--- src/rtl/qed_dup_sequencer_if.sv ---
// Fetch-side and decode-side signals of the SQED duplicate sequencer.
// The master drives fetch and control inputs; the slave is the sequencer.
interface qed_dup_sequencer_if #(
  parameter int unsigned DEPTH = 16
);
  localparam int unsigned CW = $clog2(DEPTH) + 1;

  logic [31:0]   ifu_instruction;
  logic          ifu_vld;
  logic          ifu_ready;
  logic          stall;
  logic          exec_dup;
  logic [31:0]   qed_instruction;
  logic          qed_vld;
  logic          qed_ready;
  logic          illegal;
  logic [CW-1:0] fifo_count;

  modport master (
    output ifu_instruction, ifu_vld, stall, exec_dup,
    input  ifu_ready, qed_instruction, qed_vld, qed_ready, illegal, fifo_count
  );

  modport slave (
    input  ifu_instruction, ifu_vld, stall, exec_dup,
    output ifu_ready, qed_instruction, qed_vld, qed_ready, illegal, fifo_count
  );
endinterface

--- src/rtl/qed_dup_sequencer.sv ---
// SQED front end: issues legal originals, queues them, then replays each as a
// duplicate using the upper register half and an offset memory address.
module qed_dup_sequencer #(
  parameter int unsigned NUM_REGS   = 32,
  parameter int unsigned DEPTH      = 16,
  parameter int unsigned MEM_OFFSET = 128,
  parameter bit          EN_MUL     = 1'b1
) (
  input  logic               clk,
  input  logic               rst,
  qed_dup_sequencer_if.slave bus
);
  localparam int unsigned HALF = NUM_REGS / 2;
  localparam int unsigned AW   = $clog2(DEPTH);
  localparam int unsigned CW   = AW + 1;
  localparam logic [6:0] OP_R  = 7'b0110011;
  localparam logic [6:0] OP_I  = 7'b0010011;
  localparam logic [6:0] OP_LW = 7'b0000011;
  localparam logic [6:0] OP_SW = 7'b0100011;

  typedef enum logic {ORIG, DUP} state_t;

  state_t        state_q, state_d;
  logic [31:0]   fifo_mem [DEPTH];
  logic [AW-1:0] wr_ptr_q, rd_ptr_q;
  logic [CW-1:0] count_q, count_d;
  logic [31:0]   qed_instr_q, qed_instr_d;
  logic          qed_vld_q, qed_vld_d;
  logic          qed_ready_q, qed_ready_d;
  logic          illegal_q, illegal_d;
  logic          paired_q, paired_d;
  logic          push, pop;
  logic          ready_c, legal_c, funct_ok;
  logic [31:0]   ins, head, dup_c;
  logic [11:0]   mem_imm;

  function automatic logic reg_ok(input logic [4:0] r);
    return 32'(r) < HALF;
  endfunction

  function automatic logic [4:0] move_reg(input logic [4:0] r);
    return (r == 5'd0) ? r : r + 5'(HALF);
  endfunction

  assign ins     = bus.ifu_instruction;
  assign head    = fifo_mem[rd_ptr_q];
  assign ready_c = (state_q == ORIG) && !bus.stall && (count_q < CW'(DEPTH));

  // Legal SQED subset check on the fetched instruction
  always_comb begin
    legal_c  = 1'b0;
    funct_ok = 1'b0;
    case (ins[6:0])
      OP_R: begin
        case (ins[31:25])
          7'b0000000: funct_ok = 1'b1;
          7'b0100000: funct_ok = (ins[14:12] == 3'b000) || (ins[14:12] == 3'b101);
          7'b0000001: funct_ok = EN_MUL && !ins[14];
          default:    funct_ok = 1'b0;
        endcase
        legal_c = funct_ok && reg_ok(ins[11:7]) && reg_ok(ins[19:15]) && reg_ok(ins[24:20]);
      end
      OP_I: begin
        case (ins[14:12])
          3'b001:  funct_ok = (ins[31:25] == 7'b0000000);
          3'b101:  funct_ok = (ins[31:25] == 7'b0000000) || (ins[31:25] == 7'b0100000);
          default: funct_ok = 1'b1;
        endcase
        legal_c = funct_ok && reg_ok(ins[11:7]) && reg_ok(ins[19:15]);
      end
      OP_LW: legal_c = (ins[14:12] == 3'b010) && (ins[19:15] == 5'd0) &&
                       (ins[31:25] == 7'd0) && reg_ok(ins[11:7]);
      OP_SW: legal_c = (ins[14:12] == 3'b010) && (ins[24:20] == 5'd0) &&
                       (ins[31:25] == 7'd0) && reg_ok(ins[19:15]);
      default: legal_c = 1'b0;
    endcase
  end

  // Duplicate of the FIFO head: registers moved up, memory immediate offset
  always_comb begin
    dup_c   = head;
    mem_imm = 12'd0;
    case (head[6:0])
      OP_R: begin
        dup_c[11:7]  = move_reg(head[11:7]);
        dup_c[19:15] = move_reg(head[19:15]);
        dup_c[24:20] = move_reg(head[24:20]);
      end
      OP_I: begin
        dup_c[11:7]  = move_reg(head[11:7]);
        dup_c[19:15] = move_reg(head[19:15]);
      end
      OP_LW: begin
        mem_imm      = head[31:20] + 12'(MEM_OFFSET);
        dup_c[11:7]  = move_reg(head[11:7]);
        dup_c[31:20] = mem_imm;
      end
      OP_SW: begin
        mem_imm      = {head[31:25], head[11:7]} + 12'(MEM_OFFSET);
        dup_c[19:15] = move_reg(head[19:15]);
        dup_c[31:25] = mem_imm[11:5];
        dup_c[11:7]  = mem_imm[4:0];
      end
      default: dup_c = head;
    endcase
  end

  // Next-state and registered-output logic
  always_comb begin
    state_d     = state_q;
    count_d     = count_q;
    qed_instr_d = qed_instr_q;
    qed_vld_d   = 1'b0;
    illegal_d   = illegal_q;
    paired_d    = paired_q;
    push        = 1'b0;
    pop         = 1'b0;
    case (state_q)
      ORIG: begin
        if (bus.ifu_vld && ready_c) begin
          if (legal_c) begin
            push        = 1'b1;
            qed_instr_d = ins;
            qed_vld_d   = 1'b1;
          end else begin
            illegal_d = 1'b1;
          end
        end
        count_d = count_q + CW'(push);
        if ((bus.exec_dup && (count_d != '0)) || (count_d == CW'(DEPTH))) state_d = DUP;
      end
      DUP: begin
        if (!bus.stall) begin
          pop         = 1'b1;
          qed_instr_d = dup_c;
          qed_vld_d   = 1'b1;
          count_d     = count_q - CW'(1);
          if (count_d == '0) begin
            state_d  = ORIG;
            paired_d = 1'b1;
          end
        end
      end
      default: state_d = ORIG;
    endcase
    qed_ready_d = (state_d == ORIG) && (count_d == '0) && paired_d;
  end

  always_ff @(posedge clk or negedge rst) begin
    if (!rst) begin
      state_q     <= ORIG;
      wr_ptr_q    <= '0;
      rd_ptr_q    <= '0;
      count_q     <= '0;
      qed_instr_q <= '0;
      qed_vld_q   <= 1'b0;
      qed_ready_q <= 1'b0;
      illegal_q   <= 1'b0;
      paired_q    <= 1'b0;
    end else begin
      state_q     <= state_d;
      wr_ptr_q    <= wr_ptr_q + AW'(push);
      rd_ptr_q    <= rd_ptr_q + AW'(pop);
      count_q     <= count_d;
      qed_instr_q <= qed_instr_d;
      qed_vld_q   <= qed_vld_d;
      qed_ready_q <= qed_ready_d;
      illegal_q   <= illegal_d;
      paired_q    <= paired_d;
    end
  end

  // Storage needs no reset: pointers and count define validity
  always_ff @(posedge clk) begin
    if (push) fifo_mem[wr_ptr_q] <= ins;
  end

  assign bus.ifu_ready       = ready_c;
  assign bus.qed_instruction = qed_instr_q;
  assign bus.qed_vld         = qed_vld_q;
  assign bus.qed_ready       = qed_ready_q;
  assign bus.illegal         = illegal_q;
  assign bus.fifo_count      = count_q;
endmodule

--- src/flat_wrapper.sv ---
// flat-port wrapper written by rule: the top's interface ports become plain ports
module qed_dup_sequencer_flat 
#(
  parameter int unsigned NUM_REGS   = 32,
  parameter int unsigned DEPTH      = 16,
  parameter int unsigned MEM_OFFSET = 128,
  parameter bit          EN_MUL     = 1'b1
)
  (clk, rst, bus_ifu_instruction, bus_ifu_vld, bus_stall, bus_exec_dup, bus_ifu_ready, bus_qed_instruction, bus_qed_vld, bus_qed_ready, bus_illegal, bus_fifo_count);
  qed_dup_sequencer_if #(.DEPTH(DEPTH)) bus_i ();
  input  logic clk;
  input  logic rst;
  input wire logic [$bits(bus_i.ifu_instruction)-1:0] bus_ifu_instruction;
  input wire logic [$bits(bus_i.ifu_vld)-1:0] bus_ifu_vld;
  input wire logic [$bits(bus_i.stall)-1:0] bus_stall;
  input wire logic [$bits(bus_i.exec_dup)-1:0] bus_exec_dup;
  output wire logic [$bits(bus_i.ifu_ready)-1:0] bus_ifu_ready;
  output wire logic [$bits(bus_i.qed_instruction)-1:0] bus_qed_instruction;
  output wire logic [$bits(bus_i.qed_vld)-1:0] bus_qed_vld;
  output wire logic [$bits(bus_i.qed_ready)-1:0] bus_qed_ready;
  output wire logic [$bits(bus_i.illegal)-1:0] bus_illegal;
  output wire logic [$bits(bus_i.fifo_count)-1:0] bus_fifo_count;
  assign bus_i.ifu_instruction = bus_ifu_instruction;
  assign bus_i.ifu_vld = bus_ifu_vld;
  assign bus_i.stall = bus_stall;
  assign bus_i.exec_dup = bus_exec_dup;
  assign bus_ifu_ready = bus_i.ifu_ready;
  assign bus_qed_instruction = bus_i.qed_instruction;
  assign bus_qed_vld = bus_i.qed_vld;
  assign bus_qed_ready = bus_i.qed_ready;
  assign bus_illegal = bus_i.illegal;
  assign bus_fifo_count = bus_i.fifo_count;
  qed_dup_sequencer #(.NUM_REGS(NUM_REGS), .DEPTH(DEPTH), .MEM_OFFSET(MEM_OFFSET), .EN_MUL(EN_MUL)) u_core (.clk(clk), .rst(rst), .bus(bus_i));
endmodule
--- config.mk ---
export PLATFORM = sky130hd
export DESIGN_NAME = qed_dup_sequencer_flat
export DESIGN_NICKNAME = d
export VERILOG_FILES = /design/src/rtl/qed_dup_sequencer_if.sv /design/src/rtl/qed_dup_sequencer.sv /design/src/flat_wrapper.sv
export SDC_FILE = /design/constraint.sdc
export NUM_CORES = 1
export LEC_CHECK = 0
export CELL_PAD_IN_SITES_DETAIL_PLACEMENT = 0
export CELL_PAD_IN_SITES_GLOBAL_PLACEMENT = 2
export CORE_UTILIZATION = 40
export CTS_BUF_LIST = sky130_fd_sc_hd__clkbuf_4
export DETAILED_ROUTE_END_ITERATION = 8
export GPL_ROUTABILITY_DRIVEN = 0
export HOLD_SLACK_MARGIN = 0.08
export PLACE_DENSITY_LB_ADDON = 0.25
export SYNTH_ARGS = -nofsm -noshare
export SYNTH_HDL_FRONTEND = slang
export SYNTH_SLANG_ARGS = --single-unit
export TNS_END_PERCENT = 1
--- constraint.sdc ---
create_clock -name clk -period 8.5 [get_ports clk]
set_input_delay 0.85 -clock clk [delete_from_list [all_inputs] [get_ports clk]]
set_output_delay 0.85 -clock clk [all_outputs]
set_load 0.02 [all_outputs]
### Word-level counts from Yosys, hierarchy flattened

Memory sizes are Yosys's and may differ from the RTL's.
Index checks and enable logic that the tools add are counted.

* memory bits (writable): 512
* output and inout port bits: 41
* bits in registers: 50
* memories kept: 1
* input bits: 37
* logic and storage cells: 113

* multiplexer cells: 34
* order comparisons: 4
* add/subtract/negate cells: 9
* reduce and logical (&&, ||, !) cells: 36
* bitwise operators: 3
* equal/unequal tests: 17

Memories
* u_core.fifo_mem: words 16, bits a word 32, read ports 1, clocked after memory_dff 0, wr ports 1, line qed_dup_sequencer.sv:24 `logic [31:0] fifo_mem [DEPTH];`

Operator list (count)
* $mux 32: 3
* $pmux 32 s2: 1
* $eq 7x6->1 const B: 5
* $logic_not 5->1: 7
* $pmux 5 s2: 3
* $mux 5: 5
* $add 12x8->12 const B: 2
* $lt 5x5->1 const B: 4
* $logic_and 1x1->1: 17
* $mux 1: 16
* $add 5x5->5 const B: 3
* $eq 7x2->1 const B: 2
* $eq 7x5->1 const B: 2
* $pmux 7 s2: 1
* $add 4x1->4: 2
* $eq 7x1->1 const B: 1
* $logic_not 7->1: 1
* $pmux 1 s2: 3
* $reduce_and 3->1: 2
* $reduce_or 3->1: 2
* $add 5x1->5: 1
* $eq 5x5->1 const B: 1
* $reduce_bool 5->1: 1
* $sub 5x1->5 const B: 1
* other kinds (11): 17

### Depth between registers and ports, before layout

Gate-level depths: netlist (run 1).

* word-level depth: 20
* gate-level depth with buffers: 14
* gate-level depth less buffers: 13

### Worst setup path before layout (run 1)

OpenSTA, ideal clock, no wires.

* path type: input -> register
* start: input port bus_ifu_instruction[27]
* end: memory u_core.fifo_mem[2][0] (enable)
* cell stages on the path: 6
* path slack: 3.018 ns
* data required time: 8.032 ns
* data arrival time: 5.014 ns
* library setup time: 0.468 ns
* buffers on the path: 0
* cells stage by stage: or4_4 > or4_1 > a32oi_2 > o2111ai_4 > nor3b_2 > nor3b_1

* longest elaborated chain between the ends: 13
* elaborated cells between the ends (all ways): 24
* those cells by class: eq/ne (2); mux (11); reduce/logical (11)

Ends and longest elaborated chain
* from (decl): line flat_wrapper.sv:13 `input wire logic [$bits(bus_i.ifu_instruction)-1:0] bus_ifu_instruction;`
* $eq 7x1->1 (tied with other cells): line qed_dup_sequencer.sv:55 `case (ins[31:25])`
* $pmux 1 s3 or $logic_or 1x1->1 (tied branches): line qed_dup_sequencer.sv:55, qed_dup_sequencer.sv:66
* $mux 1 or $pmux 1 s2 (tied branches): line qed_dup_sequencer.sv:53, qed_dup_sequencer.sv:64
* $logic_and 1x1->1 or $mux 1 (tied branches): line qed_dup_sequencer.sv:61, qed_dup_sequencer.sv:53
* $logic_and 1x1->1, on equally long branches (2 in a row): line qed_dup_sequencer.sv:61, qed_dup_sequencer.sv:69
* $pmux 1 s4 (*): line qed_dup_sequencer.sv:53 `case (ins[6:0])`
* $mux 1 (*): line qed_dup_sequencer.sv:121 `if (legal_c) begin`
* $mux 1 (*): line qed_dup_sequencer.sv:120 `if (bus.ifu_vld && ready_c) begin`
* $mux 1 (*) (2 in a row): line qed_dup_sequencer.sv:118 `case (state_q)`
* $mux 1 (*): line qed_dup_sequencer.sv:175 `if (push) fifo_mem[wr_ptr_q] <= ins;`
* $mux 1 (implied by the code) (*): line qed_dup_sequencer.sv:175
* to (decl): line qed_dup_sequencer.sv:24

Every way passes the cells marked *; elsewhere a longest branch is shown, timed or not. The select of a mux whose other input is x is not followed.

### Worst setup path in the final report (run 1)

* start: input port bus_ifu_instruction[27]
* end: memory u_core.fifo_mem[0][7] (enable)

The elaborated chain is that of the path after synthesis.

==> results of run 1 <==
sequential cells by signal, summed over array words and instances (netlist names), 4 cells and up:
register                    cells
u_core.bus.qed_instruction     32
u_core.rd_ptr_q                 4
u_core.bus.fifo_count           5
u_core.fifo_mem               512
u_core.wr_ptr_q                 4
power groups by stage:
stage	Combinational, mW	Clock, mW	Sequential, mW
detailed placement	2.58	0	3.37
finish	2.54	2.45	3.30
global placement	2.58	0	3.37
global route	2.75	2.67	3.32
floorplan	1.74	0	3.36
CTS	2.59	2.53	3.31
per-stage QoR:
step | utilization [%] | hold WS (ps) | instances | worst slack (ps)
2_1_floorplan | - | 421.8 | 1163 | 3018
3_3_place_gp | 43.87 | 433.0 | 1968 | 2694
3_5_place_dp | 43.87 | 442.0 | 1968 | 2569
4_1_cts | 47.47 | 458.3 | 2226 | 3642
5_1_grt | 47.48 | 487.3 | 2229 | 3345
6_report | 47.48 | 455.9 | 2230 | 3584
how the worst max path moves through the flow:
stage	from	cells after the start	slack (ps)	endpoint
2_1_floorplan	bus_ifu_instruction[27]	6	3020	u_core.fifo_mem[2][0]$_DFFE_PP_
3_3_place_gp	bus_ifu_instruction[27]	8	2690	u_core.fifo_mem[0][8]$_DFFE_PP_
3_5_place_dp	bus_ifu_instruction[14]	8	2570	u_core.fifo_mem[0][7]$_DFFE_PP_
4_1_cts	bus_ifu_instruction[14]	8	3640	u_core.fifo_mem[0][21]$_DFFE_PP_
5_1_grt	bus_ifu_instruction[14]	8	3350	u_core.fifo_mem[0][30]$_DFFE_PP_
6_report	bus_ifu_instruction[27]	8	3580	u_core.fifo_mem[0][7]$_DFFE_PP_
critical path: cells and delay by family:
kind / cells / cell delay (ps)
buffers and inverters: 2 / 1210
AND/OR/NAND/NOR: 4 / 2800
AO/OA/AOI/OAI: 2 / 640
layout by cell type, fill, tap and decap left out, types with 3 or more instances in the layout:
cell and count:
edfxtp_1 512, clkbuf_4 232, mux4_2 96, mux2i_1 89
clkdlybuf4s50_1 76, dfrtp_1 46, buf_4 43, a221oi_1 42
nor2_1 34, o21ai_0 27, nand2_1 24, nand3_1 22
a21oi_1 20, a22oi_1 19, mux2_2 18, inv_1 14
clkinv_1 13, a31oi_1 10, nor2_4 9, ha_1 9
xnor2_1 8, o211ai_1 7, nor3_1 6, nor4_1 6
nand4_1 6, inv_2 5, and2_1 5, and3_1 5
bufinv_16 5, diode_2 4, xor2_1 4, nor2b_4 4
nor4b_1 3, nor3_2 3, and2_0 3, a21o_1 3
o21a_1 3, clkinv_2 3
metal layers:
layer  vias to the layer above  GRT usage [%]  wire length, um
li1                       5317              -                -
met1                      6249          28.46            25260
met2                       332          31.00            26020
met3                        56          5.370             2933
met4                         0          5.847              710
met5                         -              0                0
cell families after synthesis:
logic type	after synthesis	synth area share (%)
flip-flops	562	74.11
XOR/XNOR	12	0.4685
AO/OA/AOI/OAI	148	4.875
buffers and inverters	80	2.008
AND/OR/NAND/NOR	149	3.520
adder cells (fa/ha/maj)	9	0.5020
multiplexers	203	14.51
what timing repair did:
item	4_1_cts	5_1_grt
setup buffers	0	0
hold endpoints to repair	50	0
hold buffers	1	0
layout make-up:
cell class / instances / area share [%]
diodes: 4 / 0.03819
clock inverters: 25 / 0.8879
flip-flops and latches: 562 / 63.47
repair buffers: 122 / 4.267
clock buffers: 232 / 6.645
well taps: 748 / 3.571
multi-input cells: 521 / 20.89
inverters: 16 / 0.2291
==> impl_metrics.json, run 1 <==
{
  "start_util_pct": 40.64,
  "register_area_mm2": 0.01664,
  "r2r_slack_ps": 4350,
  "cts_buffers": 146,
  "slew_headroom_pct": 16.14,
  "yosysWarnings": 0,
  "synthArstFlopShare_pct": 8.897,
  "avgSynthCellArea_um2": 19.29,
  "clkSinkCount": 562,
  "crit_fanout": 18,
  "status": "finished, final reports clean",
  "postRouteAntennaNets": 0,
  "grt_pass1_wl_um": 82140,
  "placed_area_mm2": 0.02422,
  "worst_path_max_delay_cell": "nor3_4",
  "period_minus_slack_ps": 4916,
  "r2r_start": "u_core.rd_ptr_q[0]$_DFF_PN0_",
  "vias": 11950,
  "ys_ff_latch": 562,
  "rows": 86,
  "final_hold_viol_count": 0,
  "drt_iter0_markers": 941,
  "nFillCells": 4722,
  "min_path_type": "reg -> reg",
  "yosys-top-cells-count": "edfxtp_1, mux4_2, mux2i_1",
  "synth_ff_type": "edfxtp_1",
  "drtPass1Iterations": 5,
  "die_area_mm2": 0.05703,
  "power.switching_mw": 2.649,
  "comb_power_share_pct": 30.6,
  "yosysTopAreaCell": "edfxtp_1",
  "worstReg2RegEnd": "u_core.bus.qed_instruction[24]$_DFFE_PN0P_",
  "min_to": "u_core.paired_q$_DFF_PN0_",
  "worst_pin_slew_ps": 1255,
  "p_int_mw": 5.637,
  "viasPerCell": 5.361,
  "core_mm2": 0.05520,
  "layout-drive-gt1-share_pct": 29.97,
  "port_buffers": 77,
  "h-tree-depth": 4,
  "drc": 0,
  "path_class": "in -> reg",
  "area_growth_pct": 16.84,
  "end_kind": "flop",
  "synth-edff-count": 512,
  "clkTransAtPathRegs_ps": 60,
  "die_x_um": 238.8,
  "slew_violations": 0,
  "dp_hpwl_um": 30940,
  "tritoncts": "done",
  "ys_types": 64,
  "synth-seq-area-share_pct": 74.11,
  "crit_path_max_incr_delay_ps": 970,
  "clock_latency_ps": 970,
  "first_global_vias": 12620,
  "seq_power_share_pct": 39.9,
  "io_pins": 78,
  "arrival_ps": 5540,
  "skew_ps": 50.15,
  "setup_viol": 0,
  "synth_top_cell_area_share_pct": 68.54,
  "pwr-share-clk_pct": 29.5,
  "reg2regPathDepth": 8,
  "antenna_found_initial": 3,
  "synth_fp_nets": 1209,
  "multi_input_comb_area_mm2": 0.005477,
  "finalCritPeriodShare_pct": 57.83,
  "wl_um": 54920,
  "grt_overflow": 0,
  "worstPathRequired_ps": 9120,
  "synthTopCellsByArea": "edfxtp_1, mux4_2, dfrtp_1",
  "post_drt_wl_per_cell_um": 24.63,
  "layout.nets": 1415,
  "fin_area_mm2": 0.02621,
  "netSwitchingFraction_pct": 31.97,
  "root_buffer": "clkbuf_4",
  "synthCells": 1163,
  "fp.dieH_um": 238.8,
  "power_density_mw_per_mm2": 316.1,
  "p_leak_nw": 8.895,
  "clock.fmax_mhz": 203.4,
  "rsz0062_at_grt": "false",
  "drv_cap": 0,
  "total_power_mw": 8.286,
  "crit_chain": "clkdlybuf4s50_1, or4_4, or4_1, a32oi_2, o2111ai_4, or3_1, nor3_4, buf_4",
  "synth_area_mm2": 0.02243,
  "min_path_cells": 1,
  "crit_path_start_kind": "primary input",
  "grt_start_max_net_pins": 96,
  "synth_most_common_cell": "edfxtp_1",
  "vdd.ir_drop.worst_mv": 0.1917,
  "cts_resized": 0,
  "fin_setup_tns_ps": 0,
  "clk_path_buf_depth": 3,
  "hold_start": "u_core.paired_q$_DFF_PN0_",
  "grt_usage_pct": 20.24
}
Note: power is estimated with default switching activity, not from simulation.
==> run 2: changes to the inputs <==
==> constraint.sdc (replaced) <==
create_clock -name clk -period 4.2 [get_ports clk]
set_input_delay 0.42 -clock clk [delete_from_list [all_inputs] [get_ports clk]]
set_output_delay 0.42 -clock clk [all_outputs]
set_load 0.02 [all_outputs]
==> run 2 against run 1 <==
  * Power is 100% higher
  * Global-route usage increased by 0.97 points
  * Combinational power rose by 120%
  * Utilization increased by 1.2 points
  * Via count is 2.5% higher
  * Sequential share of layout area decreased by 1.6 points
==> impl_metrics.json, run 2 (synthesized netlist as in run 1, its figures left out) <==
{
  "setup_viol": 0,
  "placed_area_mm2": 0.02493,
  "pwr-share-clk_pct": 28.5,
  "layout.nets": 1472,
  "top_register": "u_core.fifo_mem",
  "layout-drive-gt1-share_pct": 31.86,
  "fp.dieH_um": 238.8,
  "clkTransAtPathRegs_ps": 60,
  "die_x_um": 238.8,
  "power_density_mw_per_mm2": 630.4,
  "clkSinkCount": 562,
  "seq_power_share_pct": 39.1,
  "period_minus_slack_ps": 3474,
  "clock.fmax_mhz": 287.8,
  "vias": 12250,
  "end_kind": "flop",
  "first_global_vias": 12850,
  "clk_path_buf_depth": 3,
  "grt_usage_pct": 21.22,
  "netSwitchingFraction_pct": 32.72,
  "top_usage_layer": "met2",
  "largest_reg_flops": 512,
  "drc": 0,
  "arrival_ps": 4300,
  "postRouteAntennaNets": 0,
  "reg2regPathDepth": 9,
  "grt_util_met3_pct": 5.035,
  "vdd.ir_drop.worst_mv": 0.3863,
  "clock_latency_ps": 960,
  "crit_chain": "and2_2, buf_12, a221oi_1, a21o_1, a222oi_1, buf_4, nand4_1, nand4_1, nand3b_1",
  "root_buffer": "clkbuf_4",
  "p_int_mw": 11.40,
  "core_mm2": 0.05520,
  "skew_ps": 41.28,
  "finalCritPeriodShare_pct": 82.72,
  "rows": 86,
  "drt_iter0_markers": 968,
  "cts_buffers": 146,
  "crit_path_max_incr_delay_ps": 760,
  "die_area_mm2": 0.05703,
  "path_class": "reg -> reg",
  "tritoncts": "done",
  "grt_pass1_wl_um": 84980,
  "status": "finished, final reports clean",
  "fin_ws_ps": 726.0,
  "antenna_found_initial": 2,
  "post_drt_wl_per_cell_um": 25.34,
  "slew_violations": 0,
  "nFillCells": 4717,
  "drv_cap": 0,
  "postLayoutCoreUtil_pct": 48.69,
  "drtPass1Iterations": 7,
  "multi_input_comb_area_mm2": 0.005483,
  "layout_common_cells": "edfxtp_1, clkbuf_4, mux4_2",
  "crit_fanout": 29,
  "power.switching_mw": 5.544,
  "post-cts-setup-buffers": 0,
  "worst_path_max_delay_cell": "dfrtp_4",
  "final_hold_viol_count": 0,
  "slew_headroom_pct": 32.64,
  "grt_overflow": 0,
  "h-tree-depth": 4,
  "viasPerCell": 5.343,
  "port_buffers": 77,
  "cts_resized": 0,
  "wl_um": 58110,
  "mostFrequentLayoutCell": "edfxtp_1",
  "min_path_type": "in -> async",
  "area_growth_pct": 19.80,
  "register_area_mm2": 0.01663,
  "cpMostUsedCell": "nand4_1",
  "p_leak_nw": 9.212,
  "fin_area_mm2": 0.02687,
  "dp_hpwl_um": 36510,
  "comb_power_share_pct": 32.4,
  "dp_worst_setup_slack_ps": 42.86,
  "worstPathRequired_ps": 5030,
  "rsz0062_at_grt": "false",
  "grt_use_met2_pct": 33.09,
  "whs_ps": 166.6,
  "total_power_mw": 16.94,
  "start_util_pct": 40.64,
  "met1_usage_pct": 29.24,
  "grt_start_max_net_pins": 47,
  "io_pins": 78,
  "crit_path_start_kind": "flop",
  "worst_pin_slew_ps": 1010
}
-- run 2: worst paths after layout --
| kind | from | endpoint | slack (ps) |
|---|---|---|---|
| max reg2reg | u_core.rd_ptr_q[1]$_DFF_PN0_ | u_core.bus.qed_instruction[24]$_DFFE_PN0P_ | 730 |
| max | u_core.rd_ptr_q[1]$_DFF_PN0_ | u_core.bus.qed_instruction[24]$_DFFE_PN0P_ | 730 |
| min in group clk | bus_exec_dup | u_core.state_q$_DFF_PN0_ | 210 |
| max in group asynchronous | rst | u_core.state_q$_DFF_PN0_ | 3110 |
| min | rst | u_core.bus.qed_instruction[7]$_DFFE_PN0P_ | 170 |
| min reg2reg | u_core.paired_q$_DFF_PN0_ | u_core.paired_q$_DFF_PN0_ | 450 |
-- run 2: layer usage --
metal  vias to the layer above  part of all wire (%)
li1                       5442                     -
met1                      6383                    45
met2                       352                    48
met3                        74                   5.0
met4                         0                   1.9
met5                         -                     0
-- run 2: cell type report --
type	instances	area share, %
Inverter	16	0.2235
Clock inverter	43	1.034
Multi-Input combinational cell	521	20.40
Clock buffer	220	6.146
Sequential cell	562	61.90
Tap cell	748	3.482
Timing Repair Buffer	179	6.779
Antenna cell	4	0.03725
-- run 2: what timing repair did --
action | 4_1_cts | 5_1_grt
hold endpoints to repair | 30 | 0
endpoints found under the setup margin | 0 | 0
hold buffers | 1 | 0
-- run 2: through the flow --
step / std cells / TNS [ps]
3_3_place_gp: 2025 / 0
3_5_place_dp: 2025 / 0
4_1_cts: 2289 / 0
6_report: 2293 / 0
2_1_floorplan: 1163 / -49180
5_1_grt: 2293 / 0
-- run 2: power groups by stage --
stage | clock network (mW) | registers, mW | logic, mW
finish | 4.83 | 6.62 | 5.49
CTS | 4.98 | 6.63 | 5.59
global route | 5.27 | 6.66 | 5.91
detailed placement | 0 | 6.75 | 5.58
floorplan | 0 | 6.80 | 3.51
global placement | 0 | 6.75 | 5.57
-- run 2: critical path, delay by kind of cell, from the launching register on --
family / cells / cell delay, ps
AOI/OAI and AO/OA: 3 / 850
buffers and inverters: 2 / 510
DFF: 1 / 760
and+or+nand+nor: 4 / 1190
